## src/rtl/vga_chk_pkg.sv

```systemverilog
// Shared constants for the VGA frame checker: FSM states, CRC-16-CCITT
// parameters, counter widths and the single-bit CRC step.
package vga_chk_pkg;

  localparam int unsigned H_CNT_W = 11;
  localparam int unsigned V_CNT_W = 10;

  localparam logic [15:0] CRC_POLY = 16'h1021;
  localparam logic [15:0] CRC_INIT = 16'hFFFF;

  localparam logic [1:0] SEARCH = 2'd0;
  localparam logic [1:0] FIRST  = 2'd1;
  localparam logic [1:0] CHECK  = 2'd2;
  localparam logic [1:0] LOCKED = 2'd3;

  // One MSB-first CRC-16 step, no reflection.
  function automatic logic [15:0] crc16_step(input logic [15:0] c, input logic d);
    crc16_step = {c[14:0], 1'b0} ^ ((c[15] ^ d) ? CRC_POLY : 16'h0000);
  endfunction

endpackage

```

## src/rtl/crc16_serial.sv

```systemverilog
// Serial CRC-16-CCITT shifter, one bit per enabled clock; init has priority.
module crc16_serial
  import vga_chk_pkg::*;
(
  input  logic        clk,
  input  logic        rst_n,
  input  logic        init,
  input  logic        en,
  input  logic        din,
  output logic [15:0] crc
);

  // Accumulator register.
  always_ff @(posedge clk or negedge rst_n) begin
    if (!rst_n)    crc <= CRC_INIT;
    else if (init) crc <= CRC_INIT;
    else if (en)   crc <= crc16_step(crc, din);
  end

endmodule

```

## config.mk

```make
export PLATFORM = sky130hd
export DESIGN_NAME = crc16_serial
export DESIGN_NICKNAME = d
export VERILOG_FILES = /design/src/rtl/vga_chk_pkg.sv /design/src/rtl/crc16_serial.sv
export SDC_FILE = /design/constraint.sdc
export NUM_CORES = 1
export LEC_CHECK = 0
export ABC_AREA = 0
export CORE_MARGIN = 10
export CORE_UTILIZATION = 48
export DETAILED_ROUTE_END_ITERATION = 10
export PLACE_DENSITY_LB_ADDON = 0.12
export REMOVE_ABC_BUFFERS = 1
export SLEW_MARGIN = 20
export SYNTH_ARGS = -nofsm -noshare
export SYNTH_HDL_FRONTEND = slang
export SYNTH_SLANG_ARGS = --single-unit
export TNS_END_PERCENT = 100
```

## constraint.sdc

```tcl
create_clock -name clk -period 2.3 [get_ports clk]
set_input_delay 0.575 -clock clk [delete_from_list [all_inputs] [get_ports clk]]
set_output_delay 0.575 -clock clk [all_outputs]
set_load 0.005 [all_outputs]
```

==> summary.txt <==
Pwr dens - 629 nW/um2
Fin util - 65.9%
Final period utilization - 85.6%
Yosys cell types - 7
Cell Area, Synth - 741 um2
Reg with most FFs - crc
# nets final - 82
Synth area leader - dfstp_2
Final Cell Area - 981 um2
Crit path DAT - 1.39 ns
Area contributors post-synth - dfstp_2, a211o_1, nor2b_1
Crit end category - output port
Share of cells above drive strength 1 - 27.6%
Power consumption - 0.000617 W
Routed vias - 493
Hold Vio Cnt, Final - 0
Fill cells - 117
N_diodes - 0
Dpl ws - 0.404 ns
I/O pin total - 21
Flops & latches, synth - 16
Synth warn - 0
HP Class - register to register
Syn avg cell area - 13.2 um2
Setup TNS - 0 ns
Crit path launch type - register
Worst slew pin tran - 0.653 ns
Max-cap viol count - 0
Setup violators final - 0
Cells after Synth - 56
CP max FO - 5
Vias in the first global route - 501
Final min period - 1.97 ns
Largest register FFs - 16
CP Class - register to output port
Static Leak - 0.405 nW
Router iterations before antenna repair - 4
Vias per Instance - 5.36
Delay-heaviest family, CP - flip-flops
Site row count - 14
Clock tree root buffer cell - clkbuf_4
Gr ovfl total - 0
Post-CTS sizing - 0
Routed Antenna Nets - 0
Worst IR Drop VDD - 0.351 mV
GRT Total Usage - 8.17%
Core area - 1490 um2
Placed Area - 945 um2
Fin. max-slew vios - 0
Routability cong. - 0.669
Clk_skew - 0.00108 ns
Total CTS buffers - 3
CTS tree - built
Post-route DRC - 0
Crit path cell chain - clkdlybuf4s50_1
Die area - 3510 um2
Fmax - 0.508 GHz
Area Growth Syn to Fin - 32.4%
Synth top area share - 56.8%
Initial core utilization - 49.7%
Most frequent cells in the layout - clkdlybuf4s50_1, nor2b_1, a211o_1, dfstp_2, clkbuf_4
Die extent in y - 59.3 um
Commonest non-fill, non-tap cell in the layout - clkdlybuf4s50_1
Hold_buf cts - 0
Clock sinks - 16
First-pass GRT wire length - 2330 um
H-Tree Level Count - 1
Largest regs - crc x16
Largest net degree at the start of global routing - 33
RSZ-0062 raised after global routing - false
Post-CTS setup buffers - 0
Clock transition at the registers of the reported paths - 0.09 ns
Routed Wire Length - 1350 um
Critical path buffers and inverters - 1
DIE WIDTH - 59.3 um
Seq/Total Area, Yosys - 56.8%
Clk Latency, worst-skew pair - 0.27 ns
Port-buffer cells - 20
Req. time, crit path - 1.73 ns
Initial DRC count - 12
Crit-path slowest cell - dfstp_2
Initial antenna violation count - 0
Crit path largest cell delay - 0.60 ns
Clk buf depth - 2
WL per Instance - 14.7 um
Worst rel slew slack - 56.3%
Outcome - finished clean
Setup ws final - 0.332 ns
[stage by stage]
step | hold WS [ns] | std cells
6_report | 0.619 | 92
5_1_grt | 0.632 | 92
4_1_cts | 0.623 | 92
3_5_place_dp | 0.609 | 88
3_3_place_gp | 0.606 | 88
2_1_floorplan | 0.427 | 51
[where the power goes]
| group | switching (W) | internal, W | total, W |
|---|---|---|---|
| logic | 0.0000393 | 0.0000710 | 0.000110 |
| registers | 0.0000151 | 0.000315 | 0.000330 |
| clock network | 0.0000804 | 0.0000961 | 0.000176 |
[layer usage]
layer	part of all wire, %	wire length (um)	vias to the layer above	GRT usage [%]
met2	47	630	13	12.0
met3	9.1	123	0	3.86
met4	0	0	0	1.97
met1	44	596	241	10.4
met5	0	0	-	0
li1	-	-	239	-
[worst paths after layout]
check	from	to	slack [ns]	cells after the start
worst max-delay path	crc[15]	crc[15]	0.33	1
worst min-delay path	crc[13]	crc[14]	0.62	1
worst max register to register	crc[15]	crc[5]	1.03	2
worst min register to register	crc[13]	crc[14]	0.62	1
max in group asynchronous	rst_n	crc[13]	1.21	1
min in group asynchronous	rst_n	crc[8]	1.06	1
[cells in the mapped netlist (all sizes together)]
| cell type | number |
|---|---|
| a211o | 16 |
| buf | 4 |
| clkbuf | 1 |
| dfstp | 16 |
| nor2b | 16 |
| xor2 | 1 |
| xor3 | 2 |
[layout make-up]
type                       count  area, um2  share of cell area [%]
clock buffer                   4       36.3                    3.70
multi-input combinational     35        297                    30.2
sequential                    16        420                    42.9
tap                           16       20.0                    2.04
timing repair buffer          21        208                    21.2
[cells by family after synthesis]
| family | synth area share, % |
|---|---|
| AO/OA/AOI/OAI | 18.9 |
| XOR/XNOR | 7.60 |
| buffers and inverters | 3.21 |
| flip-flops | 56.8 |
| AND/OR/NAND/NOR | 13.5 |
Power figures use the tool's default switching activity.
